===== config.mk =====
export PLATFORM = sky130hd
export DESIGN_NAME = pipe_window_avg
export DESIGN_NICKNAME = d
export VERILOG_FILES = /design/src/rtl/pipe_window_avg.sv
export SDC_FILE = /design/constraint.sdc
export NUM_CORES = 1
export LEC_CHECK = 0
export BUFFER_PORTS_ARGS = -buffer_cell sky130_fd_sc_hd__buf_4
export CAP_MARGIN = 20
export CORE_ASPECT_RATIO = 1.75
export CORE_MARGIN = 2
export CORE_UTILIZATION = 64
export DETAILED_ROUTE_END_ITERATION = 8
export GPL_TIMING_DRIVEN = 0
export PLACE_DENSITY = 0.85
export SETUP_SLACK_MARGIN = 0.15
export SYNTH_ARGS = -nofsm -noshare
export SYNTH_HDL_FRONTEND = slang
export SYNTH_SLANG_ARGS = --single-unit

===== constraint.sdc =====
create_clock -name clk -period 8.8 [get_ports clk]
set_input_delay 1.76 -clock clk [delete_from_list [all_inputs] [get_ports clk]]
set_output_delay 1.76 -clock clk [all_outputs]
set_load 0.1 [all_outputs]

===== src/rtl/pipe_window_avg.sv =====
// Sliding-window sum/average over the last 2**LOG2_WIN accepted samples of F.
// Define PIPE_WINDOW_AVG_ROUND_EN to make avg round half up instead of truncating.
module pipe_window_avg #(
    parameter int N        = 10,
    parameter int LOG2_WIN = 2
) (
    input  logic                  clk,
    input  logic                  rst,
    input  logic                  in_valid,
    input  logic [N-1:0]          F,
    input  logic                  clear,
    output logic                  out_valid,
    output logic [N-1:0]          avg,
    output logic [N+LOG2_WIN-1:0] sum,
    output logic [LOG2_WIN:0]     fill_cnt
);

    localparam int WIN = 1 << LOG2_WIN;
    localparam int SW  = N + LOG2_WIN;
    localparam logic [LOG2_WIN:0] WIN_CNT = (LOG2_WIN+1)'(WIN);
    localparam logic [SW-1:0]     HALF    = SW'(WIN / 2);

    localparam logic [1:0] EMPTY = 2'd0;
    localparam logic [1:0] FILL  = 2'd1;
    localparam logic [1:0] FULL  = 2'd2;

    logic [N-1:0]          buf_mem [WIN];
    logic [LOG2_WIN-1:0]   wr_ptr;
    logic [1:0]            state;

    logic                  accept;
    logic [N-1:0]          evict;
    logic [SW-1:0]         sum_next;
    logic [LOG2_WIN:0]     fill_next;
    logic [N-1:0]          avg_next;
    logic [1:0]            state_next;

    // NOTE: every always_comb output gets a default first, so no path can infer a latch.
    always_comb begin
        accept     = in_valid & ~clear;
        evict      = (state == FULL) ? buf_mem[wr_ptr] : '0;
        sum_next   = sum + SW'(F) - SW'(evict);
        fill_next  = (fill_cnt == WIN_CNT) ? fill_cnt : fill_cnt + (LOG2_WIN+1)'(1);
`ifdef PIPE_WINDOW_AVG_ROUND_EN
        avg_next   = N'((sum_next + HALF) >> LOG2_WIN);
`else
        avg_next   = N'(sum_next >> LOG2_WIN);
`endif
        state_next = state;
        case (state)
            EMPTY:   state_next = (fill_next == WIN_CNT) ? FULL : FILL;
            FILL:    state_next = (fill_next == WIN_CNT) ? FULL : FILL;
            FULL:    state_next = FULL;
            default: state_next = EMPTY;
        endcase
    end

    // NOTE: the sample buffer is reset and flushed along with the rest of the state,
    // so a restarted window never evicts a stale sample.
    always_ff @(posedge clk or posedge rst) begin
        if (rst) begin
            for (int i = 0; i < WIN; i++) buf_mem[i] <= '0;
            wr_ptr    <= '0;
            sum       <= '0;
            fill_cnt  <= '0;
            avg       <= '0;
            out_valid <= 1'b0;
            state     <= EMPTY;
        end else if (clear) begin
            for (int i = 0; i < WIN; i++) buf_mem[i] <= '0;
            wr_ptr    <= '0;
            sum       <= '0;
            fill_cnt  <= '0;
            avg       <= '0;
            out_valid <= 1'b0;
            state     <= EMPTY;
        end else begin
            out_valid <= 1'b0;
            if (accept) begin
                buf_mem[wr_ptr] <= F;
                wr_ptr          <= wr_ptr + LOG2_WIN'(1);
                sum             <= sum_next;
                avg             <= avg_next;
                fill_cnt        <= fill_next;
                state           <= state_next;
                out_valid       <= (fill_next == WIN_CNT);
            end
        end
    end

endmodule

==> run metrics, run 1 <==
final-report hold violation count=0; first-iteration detailed-routing DRC count=~200; Worst Hold Depth=2; crit path time final=around 4 ns; kind of critical path=in2reg; Clock Tree Buf Depth=2; max_cap viols=0; # Post-CTS Setup Buffers=0; die width=about 62 um; Power Density=around 300 mW/mm^2; TritonRoute pass-1 iters=6; most used flip-flop cell after synthesis=dfrtp_1; Post-Synthesis Cells=roughly 420; gpl congestion=a little over 0.9; CTS buffer count=9; CORE AREA=around 0.0058 mm^2; hold_sp=buf_mem[34]; R2R Setup Slk=between 4 and 5 ns; Hold Crit Class=reg2reg; max_slew headroom=between 50% and 60%; final setup skew=roughly 0.0076 ns; hold buffers post-CTS=0; post-synth cell types=44; initial antenna violation count=0; yosys warns=0; CTS resizes=0; Reg-to-Reg Start=wr_ptr[1]; die area=~0.0066 mm^2; Hold EP=buf_mem[34]; total grt overflow=0; static leakage=about 2.1 nW; crit path DAT=just over 4 ns; Post-DP HPWL=approximately 6700 um; Initial Util=between 60% and 70%; Worst Path Max Fanout=5; Yosys reg bits=60; vias in the first global route=between 3000 and 4000; Hold Slack=0.5203 ns; total clock sinks=60; pin count of the biggest net entering global routing=45; via count=approximately 3200; outcome=complete, no violations; asr flop ratio synth=between 90% and 100%; Seq/Total Area, Yosys=39.68%; fmax=roughly 260 MHz; Tot GR Track Use=a little under a third; port bufs=39; Syn-to-layout area delta=17.46%; Slew Limit Fails=0; Worst-path clk slew=~0.06 ns; Routed Wire Length=around 9200 um; Setup Viol. Count Final=0; die height=roughly 110 um; # rows=37; Max rail drop VDD=0.1711 mV; number of remaining DRC errors=0; clock root buffer=clkbuf_8; area of the mapped netlist=approximately 0.0038 mm^2; crit path capture type=flop; Worst-Skew Late Latency=between 0.3 and 0.4 ns; Worst R2R End=avg[5]; routed len/inst=around 17 um; synthesized net count=approximately 460; Antenna diodes=0; RSZ-0062 raised after global routing=no; startpoint types=primary input; nets=around 520; Mean Syn Cell Area=about 9 um^2; Crit path required time=9.02 ns; share of layout cells above drive strength 1=between 15 and 20%; via density per instance=around 5.7; IO Count=40; Worst Tran Pin Value=slightly above 0.7 ns; fillers=~410; first-pass GRT wire length=15870 um; Setup TNS=0 ns; CTS H-tree depth=3; EDFF count, synth=0; Routed Antenna Nets=0; fin crit share=between 40% and 50%; TritonCTS clock tree=yes; cells on worst reg2reg path=11
==> worst max-delay path by stage <==
stage / to / startpoint
after global placement: avg[5] / F[1]
after global routing: avg[5] / wr_ptr[1]
after floorplan: avg[8] / F[2]
after detailed placement: avg[5] / F[1]
after CTS: avg[5] / F[1]
final: avg[5] / F[1]
==> Yosys cell counts (2+ instances only) <==
cell | number | share of area (%)
a21o_1 | 2 | 0.40
or3_1 | 3 | 0.50
nand2_1 | 95 | 9.4
o21ai_0 | 6 | 0.79
ha_1 | 18 | 6.0
mux2i_1 | 7 | 1.9
and2_1 | 7 | 1.2
buf_4 | 10 | 2.0
a211oi_1 | 2 | 0.40
nor2b_1 | 13 | 2.1
nor3_1 | 4 | 0.53
o211ai_1 | 3 | 0.60
a21oi_1 | 55 | 7.3
buf_1 | 6 | 0.60
inv_1 | 47 | 4.7
o21a_1 | 2 | 0.40
o2111ai_1 | 2 | 0.46
nor2_1 | 13 | 1.3
nand3_1 | 6 | 0.79
dfrtp_1 | 60 | 40
nand2b_1 | 5 | 0.83
mux4_2 | 10 | 6.0
nand4_1 | 4 | 0.66
clkbuf_1 | 8 | 0.79
buf_2 | 2 | 0.26
nand3b_1 | 2 | 0.40
fa_1 | 10 | 5.3
xnor2_1 | 4 | 0.93
==> worst max-delay path: stages <==
cell      delay [ns]
buf_4           0.11
inv_1           0.06
fa_1            0.58
inv_1           0.06
ha_1            0.31
a211oi_1        0.35
o21ai_2         0.12
a31oi_2         0.30
nor3_1          0.08
or3_1           0.38
==> layer usage <==
metal | wire [um] | global-route usage (%) | vias to the layer above
met3 | 431 | 6.937 | 30
met2 | 5072 | 55.20 | 101
met5 | 0 | 0 | -
li1 | - | - | 1494
met4 | 291 | 16.35 | 0
met1 | 3446 | 35.18 | 1534
==> metrics by stage <==
stage / area [um^2] / power, W / util (%) / cells / setup slack [ns]
2_1_floorplan: 3784 / 0.0008790 / - / 422 / 4.870
3_3_place_gp: 4174 / 0.001002 / 72.13 / 539 / 4.614
3_5_place_dp: 4194 / 0.001020 / 72.48 / 540 / 4.556
4_1_cts: 4444 / 0.001340 / 76.80 / 556 / 4.916
5_1_grt: 4444 / 0.001404 / 76.80 / 556 / 4.787
6_report: 4444 / 0.001341 / 76.80 / 556 / 4.915
==> kinds of logic after synthesis <==
kind of cell	after synthesis	synth area share, %
buf+inv	73	8.300
fa+ha+maj	28	11.24
flops	60	39.68
simple gates	159	19.44
compound gates	80	12.37
mux	17	7.804
xor+xnor	5	1.157
==> report_power, final <==
group          total, W  switching (W)  internal [W]
clock          0.000313       0.000110      0.000203
sequential     0.000334      0.0000300      0.000304
combinational  0.000694       0.000498      0.000196
==> layout by cell type, fill, tap and decap left out, drive strengths merged, types with 2 or more instances in the layout <==
master and count:
nand2 95, dfrtp 60, buf 58, a21oi 55, inv 47, clkbuf 20, ha 18, nor2b 14
nor2 13, mux4 10, fa 10, and2 7, mux2i 7, o21ai 7, nand3 6, nand2b 5
xnor2 4, nor3 4, nand4 4, o211ai 3, or3 3, bufinv 3, a211oi 2, a21o 2
o21a 2, nand3b 2, o2111ai 2
==> sequential cells by signal, indices dropped and copies added, names as in the netlist <==
| register | cells |
|---|---|
| wr_ptr | 2 |
| avg | 10 |
| out_valid | 1 |
| state | 2 |
| buf_mem | 40 |
| fill_cnt | 3 |
| sum | 2 |
==> cell type report <==
cell class / instances / area, um^2 / share of cell area, %
clock buffer: 12 / 155.1 / 3.491
inverter: 47 / 176.4 / 3.970
sequential: 60 / 1501 / 33.78
multi-input combinational: 289 / 1968 / 44.28
buffer: 26 / 137.6 / 3.097
timing repair buffer: 40 / 312.8 / 7.038
clock inverter: 4 / 95.09 / 2.140
tap: 78 / 97.59 / 2.196
(Power assumes the default switching activity.)
==> run 2: changes to the inputs <==
--- a/config.mk
+++ b/config.mk
@@ -5,14 +5,15 @@
 export SDC_FILE = /design/constraint.sdc
 export NUM_CORES = 1
 export LEC_CHECK = 0
+export ABC_AREA = 1
 export BUFFER_PORTS_ARGS = -buffer_cell sky130_fd_sc_hd__buf_4
 export CAP_MARGIN = 20
 export CORE_ASPECT_RATIO = 1.75
 export CORE_MARGIN = 2
-export CORE_UTILIZATION = 64
+export CORE_UTILIZATION = 59
 export DETAILED_ROUTE_END_ITERATION = 8
 export GPL_TIMING_DRIVEN = 0
-export PLACE_DENSITY = 0.85
+export PLACE_DENSITY = 0.79
 export SETUP_SLACK_MARGIN = 0.15
 export SYNTH_ARGS = -nofsm -noshare
 export SYNTH_HDL_FRONTEND = slang
==> constraint.sdc (replaced) <==
create_clock -name clk -period 4 [get_ports clk]
set_input_delay 0.8 -clock clk [delete_from_list [all_inputs] [get_ports clk]]
set_output_delay 0.8 -clock clk [all_outputs]
set_load 0.1 [all_outputs]
==> run 2 against run 1 <==
  * Worst setup slack worse by 4.0 ns
  * Largest power group unchanged
  * Register-to-register slack worse by 4.0 ns
  * Critical path type is now reg2reg
  * Clock power is 81% higher
  * First-iteration DRC count is 47% higher
  * Via count is 4.6% higher
  * Worst hold slack worse by 0.012 ns
  * Final cell count is 8.8% higher
  * Critical path depth is 3 higher
==> run metrics, run 2 <==
Worst-path clk slew=0.06 ns (about the same); # rows=38 (+2.7%); Seq/Total Area, Yosys=39.66% (about the same); RSZ-0062 raised after global routing=no; port bufs=38 (-2.6%); power share of the clock group=22.0% (-1.4 points); WP buf/inv=2 (-1); first-iteration detailed-routing DRC count=302 (+47%); placed instance count=590 (+9.3%); total clock sinks=60 (unchanged); via density per instance=5.460 (-3.9%); Setup TNS=0 ns (unchanged); Slew Limit Fails=0 (unchanged); Setup Viol. Count Final=0 (unchanged); Sequential Power Share=27.2% (+2.3 points); Reg-to-Reg Start=wr_ptr[0]; Post-Synthesis Cells=471 (+12%); CP max stage delay=0.51 ns (-0.07 ns); fmax=~330 MHz; CTS buffer count=9 (unchanged); gpl congestion=0.8784 (-5.4%); final-report hold violation count=0 (unchanged); Syn-to-layout area delta=16.06%; crit path DAT=3.29 ns (-0.81 ns); initial antenna violation count=0 (unchanged); Tot GR Track Use=27.90% (-3.4 points); Crit path required time=4.24 ns (-4.78 ns); Initial Util=61.26% (-4.1 points); cells on worst reg2reg path=13 (+2); Met2 Routed Length=5204 um (+2.6%); Reg with most FFs=buf_mem; max_slew headroom=63.16% (+10 points); most frequent cell after synthesis=inv_1; post-layout util=71.09% (-5.7 points); Hold Crit Class=in2async; total grt overflow=0 (unchanged); DR top layer=met4; number of remaining DRC errors=0 (unchanged); static leakage=2.233 nW (+7.1%); max reg flops=40 (unchanged); clock root buffer=clkbuf_8; Routed Antenna Nets=0 (unchanged); CP Cell Sequence=clkbuf_1 -> o21ai_0 -> a21oi_1 -> fa_1 -> fa_1 -> inv_1 -> nand3_1 -> nand3_2 -> nand2_2 -> nand2_2 -> nand2_1 -> nand2_1 -> o21ai_2; startpoint types=flop; Regs by FF count=buf_mem (40), avg (10), fill_cnt (3); pin count of the biggest net entering global routing=38 (-16%); slowest stage cell, crit path=fa_1; Mean Syn Cell Area=8.038 um^2 (-10%); commonest non-fill, non-tap cell in the layout=inv_1; post-synth cell types=28 (-36%); asr flop ratio synth=100.0% (unchanged); share of layout cells above drive strength 1=20.57% (+3.6 points); R2R Setup Slk=0.94 ns (-4.04 ns); Antenna diodes=0 (unchanged); Pint=0.001358 W (+93%); Worst R2R End=avg[6]; nets=563 (+9.3%); CTS H-tree depth=3 (unchanged); CORE AREA=0.006181 mm^2 (+6.8%); fin crit share=between 70 and 80%; outcome=complete, no violations; TritonCTS clock tree=yes; DP Area=0.004192 mm^2 (about the same); Comb pwr share=50.8% (-1.0 points); yosys warns=0 (unchanged); EDFF count, synth=0 (unchanged); commonest cells in the netlist=inv_1, nand2_1, dfrtp_1; area of the mapped netlist=0.003786 mm^2 (about the same); final instance area=0.004394 mm^2 (-1.1%); kind of critical path=reg2reg; synthesized net count=513 (+11%); Power Density=588.3 mW/mm^2 (+95%); # Post-CTS Setup Buffers=0 (unchanged); vias in the first global route=3321 (-0.78%); Yosys reg bits=60 (unchanged); Synth area leaders=dfrtp_1, inv_1, nand2_1, ha_1, a21oi_1; met1 WL=3238 um (-6.0%); total net switching power=0.001227 W (+92%); Clock Tree Buf Depth=2 (unchanged); die width=64.56 um (+3.9%); Worst Tran Pin Value=0.5518 ns (-0.1562 ns); routed len/inst=15.03 um (-9.6%); crit path capture type=flop; via count=3303 (+4.6%); Post-DP HPWL=7094 um (+6.0%); Yosys top cell by area=dfrtp_1; die area=0.007099 mm^2 (+8.1%); Routed Wire Length=9092 um (-1.6%); power after layout=0.002585 W (+93%); final setup skew=0.002755 ns (-0.004823 ns); fin cells=605 (+8.8%); Routed met3 length=370 um (-14%); sw frac=47.45% (-0.097 points); Worst Path Max Fanout=10 (+5); TritonRoute pass-1 iters=7 (+1); IO Count=40 (unchanged); hold buffers post-CTS=0 (unchanged); most used flip-flop cell after synthesis=dfrtp_1; crit path time final=slightly above 3 ns; post-synth top area share=39.66% (about the same); first-pass GRT wire length=14790 um (-6.8%); Worst-Skew Late Latency=0.34 ns (about the same); commonest non-fill, non-tap cells in the layout=inv_1, nand2_1, dfrtp_1, buf_4, a21oi_1; CTS resizes=0 (unchanged); max_cap viols=0 (unchanged); Max rail drop VDD=0.5017 mV (+190%); die height=110.0 um (+4.0%); Largest delay share family, worst path=adder cells
-- run 2: cell types whose count changed after synthesis, moves of 7 or more --
cell / previous run / this run
a21oi_1: 55 / 40
nor2b_1: 13 / 0
and2_1: 7 / 0
nand2_1: 95 / 81
o22ai_1: 0 / 23
mux4_2: 10 / 0
buf_2: 2 / 9
o21ai_1: 0 / 14
o21ai_0: 6 / 27
nand2_2: 0 / 12
mux2i_1: 7 / 0
nand3_1: 6 / 31
inv_1: 47 / 88
-- run 2: worst max path at each step --
stage | start | to | slack (ns) | cells after the start
floorplan | sum[1] | avg[4] | 1.30 | 11
global placement | rst | avg[6] | 1.01 | 2
detailed placement | wr_ptr[1] | avg[7] | 1.06 | 15
CTS | wr_ptr[0] | avg[6] | 0.98 | 13
global route | wr_ptr[0] | avg[4] | 0.78 | 13
finish | wr_ptr[0] | avg[6] | 0.94 | 13
-- run 2: cells by family after synthesis --
family          count (synthesis)  share of synthesized area [%]
compound gates                112                          16.56
xor+xnor                        3                         0.6941
fa+ha+maj                      28                          11.24
buf+inv                       118                          13.58
flops                          60                          39.66
simple gates                  150                          18.27
-- run 2: final cells by class --
cell class	count	area [um^2]
Clock inverter	1	30.03
Buffer	26	168.9
Fill cell	511	1787
Tap cell	80	100.1
Inverter	92	345.3
Sequential cell	60	1501
Clock buffer	14	172.7
Timing Repair Buffer	39	305.3
Multi-Input combinational cell	293	1770
-- run 2: routing by layer --
metal / GRT usage (%) / up-vias
met1: 27.58 / 1563
met5: 0 / -
met2: 53.20 / 103
met4: 16.26 / 0
met3: 5.279 / 29
li1: - / 1608
-- run 2: power by group through the flow --
| stage | Clock (W) | Sequential [W] | Combinational, W |
|---|---|---|---|
| floorplan | 0 | 0.000950 | 0.000816 |
| global placement | 0 | 0.000713 | 0.00128 |
| detailed placement | 0 | 0.000715 | 0.00130 |
| CTS | 0.000565 | 0.000705 | 0.00131 |
| global route | 0.000594 | 0.000710 | 0.00142 |
| finish | 0.000568 | 0.000704 | 0.00131 |
-- run 2: stage by stage --
step / setup slack [ns] / hold WS, ns
after detailed placement: 1.064 / 0.4948
final: 0.9441 / 0.5079
after CTS: 0.9803 / 0.5087
after floorplan: 1.296 / 0.4725
after global placement: 1.009 / 0.4861
after global routing: 0.7757 / 0.5421
==> run 3: changes to the inputs <==
==> constraint.sdc (replaced) <==
create_clock -name clk -period 3.2 [get_ports clk]
set_input_delay 0.64 -clock clk [delete_from_list [all_inputs] [get_ports clk]]
set_output_delay 0.64 -clock clk [all_outputs]
set_load 0.1 [all_outputs]
==> run 3 against run 2 <==
  * Global-route usage did not move
  * Wire length shrank 0.13%
  * Flip-flop and latch count unchanged
  * Sequential share of layout area hardly changed
  * Utilization grew 0.16 points
  * Largest cell class unchanged
  * Largest power group unchanged
==> run metrics, run 3 (synthesis gave the netlist of run 2 again) <==
outcome=complete, no violations; TritonCTS clock tree=yes; Crit path required time=3.44 ns (-0.80 ns); Setup TNS=0 ns (unchanged); Clock Tree Buf Depth=2 (unchanged); fin crit share=88.63% (+12 points); cells on worst reg2reg path=14 (+1); Hold Crit Class=in2async; Post-DP HPWL=7094 um (unchanged); CTS H-tree depth=3 (unchanged); static leakage=2.243 nW (+0.43%); number of remaining DRC errors=0 (unchanged); nets=563 (unchanged); first-iteration detailed-routing DRC count=305 (+0.99%); slowest stage cell, crit path=fa_1; CP Cell Sequence=clkbuf_2 -> a21oi_1 -> o21ai_0 -> a21oi_1 -> fa_1 -> fa_1 -> inv_2 -> nand3_1 -> nand3_2 -> nand2_2 -> nand2_2 -> nand2_1 -> nand2_1 -> o21ai_2; max_cap viols=0 (unchanged); Worst-Skew Late Latency=0.34 ns (about the same); Syn-to-layout area delta=16.33%; crit path time final=2.836 ns (-0.2197 ns); Reg-to-Reg Start=wr_ptr[1]; initial antenna violation count=0 (unchanged); Regs by FF count=buf_mem (40), avg (10), fill_cnt (3); Setup Viol. Count Final=0 (unchanged); vias in the first global route=3321 (unchanged); first-pass GRT wire length=14790 um (unchanged); fmax=352.6 MHz (+7.7%); max_slew headroom=63.28% (+0.12 points); die width=64.56 um (unchanged); die height=110.0 um (unchanged); Initial Util=61.26% (unchanged); startpoint types=flop; port bufs=38 (unchanged); final-report hold violation count=0 (unchanged); placed instance count=590 (unchanged); Worst Path Max Fanout=10 (unchanged); gpl congestion=0.8784 (unchanged); CP max stage delay=0.51 ns (about the same); power after layout=0.003232 W (+25%); total grt overflow=0 (unchanged); TritonRoute pass-1 iters=5 (-2); via density per instance=5.441 (-0.33%); Max rail drop VDD=0.6254 mV (+25%); pin count of the biggest net entering global routing=38 (unchanged); routed len/inst=15.01 um (-0.13%); pre-CTS setup slack=0.2644 ns (-0.8000 ns); Largest delay share family, worst path=adder cells; Routed Antenna Nets=0 (unchanged); CORE AREA=0.006181 mm^2 (unchanged); Worst R2R End=avg[6]; R2R Setup Slk=0.36 ns (-0.58 ns); kind of critical path=reg2reg; RSZ-0062 raised after global routing=no; share of layout cells above drive strength 1=21.52% (+0.95 points); Routed Wire Length=9080 um (-0.13%); die area=0.007099 mm^2 (unchanged); max reg flops=40 (unchanged); commonest non-fill, non-tap cell in the layout=inv_1; final setup skew=0.002459 ns (-0.0002959 ns); CTS buffer count=9 (unchanged); # rows=38 (unchanged); fin cells=605 (unchanged); WP buf/inv=2 (unchanged); Antenna diodes=0 (unchanged); IO Count=40 (unchanged); crit path DAT=3.08 ns (-0.21 ns); crit path capture type=flop; Hold Slack=0.3447 ns (-0.1632 ns); Worst-path clk slew=0.06 ns (about the same); total clock sinks=60 (unchanged); Power Density=733.9 mW/mm^2 (+25%); clock root buffer=clkbuf_8; via count=3292 (-0.33%); Slew Limit Fails=0 (unchanged); Tot GR Track Use=27.90% (unchanged); final worst slack=0.3638 ns (-0.5803 ns); Reg with most FFs=buf_mem; Worst Tran Pin Value=0.5499 ns (-0.001839 ns); commonest non-fill, non-tap cells in the layout=inv_1, nand2_1, dfrtp_1, buf_4, a21oi_1
run 3: cell types whose count changed in the layout (fill, tap and decap cells not counted), sizes merged:
cell and delta:
buf -2, clkbuf +2
run 3: worst max-delay path by stage:
stage | startpoint | to | slack, ns | cells past startpoint
finish | wr_ptr[1] | avg[6] | 0.36 | 14
detailed placement | wr_ptr[1] | avg[7] | 0.26 | 15
global route | wr_ptr[0] | avg[4] | 0.16 | 17
floorplan | sum[1] | avg[4] | 0.50 | 11
global placement | wr_ptr[0] | avg[6] | 0.29 | 13
CTS | wr_ptr[0] | avg[6] | 0.18 | 13
run 3: where the power goes:
group          leakage (nW)  internal (W)  switching, W
clock network         0.103      0.000420      0.000289
registers             0.814      0.000825     0.0000549
logic                  1.33      0.000455       0.00119
total                  2.24       0.00170       0.00153
run 3: metrics by stage:
stage          utilization [%]  cell area [um^2]
3_5_place_dp             67.81              4192
5_1_grt                  71.26              4404
3_3_place_gp             67.49              4172
6_report                 71.26              4404
2_1_floorplan                -              3786
4_1_cts                  71.09              4394
run 3: repair_timing:
action / in CTS / in global routing
setup endpoints to repair: 0 / 7
hold buffers: 0 / 0
gates resized for setup: 0 / 10
setup buffers: 0 / 0
run 3: per-layer routing:
layer,GRT usage [%],wire (um),share of wire [%],up-vias
met4,16.26,284,3.1,0
met3,5.279,412,4.5,25
met1,27.58,3204,35,1560
li1,-,-,-,1609
met2,53.20,5179,57,98
met5,0,0,0,-
run 3: layout make-up:
class | count | area [um^2]
fill | 511 | 1777
inverter | 92 | 345.3
sequential | 60 | 1503
multi-input combinational | 293 | 1770
clock inverter | 1 | 30.03
tap | 80 | 100.1
buffer | 26 | 177.7
clock buffer | 14 | 172.7
timing repair buffer | 39 | 305.3
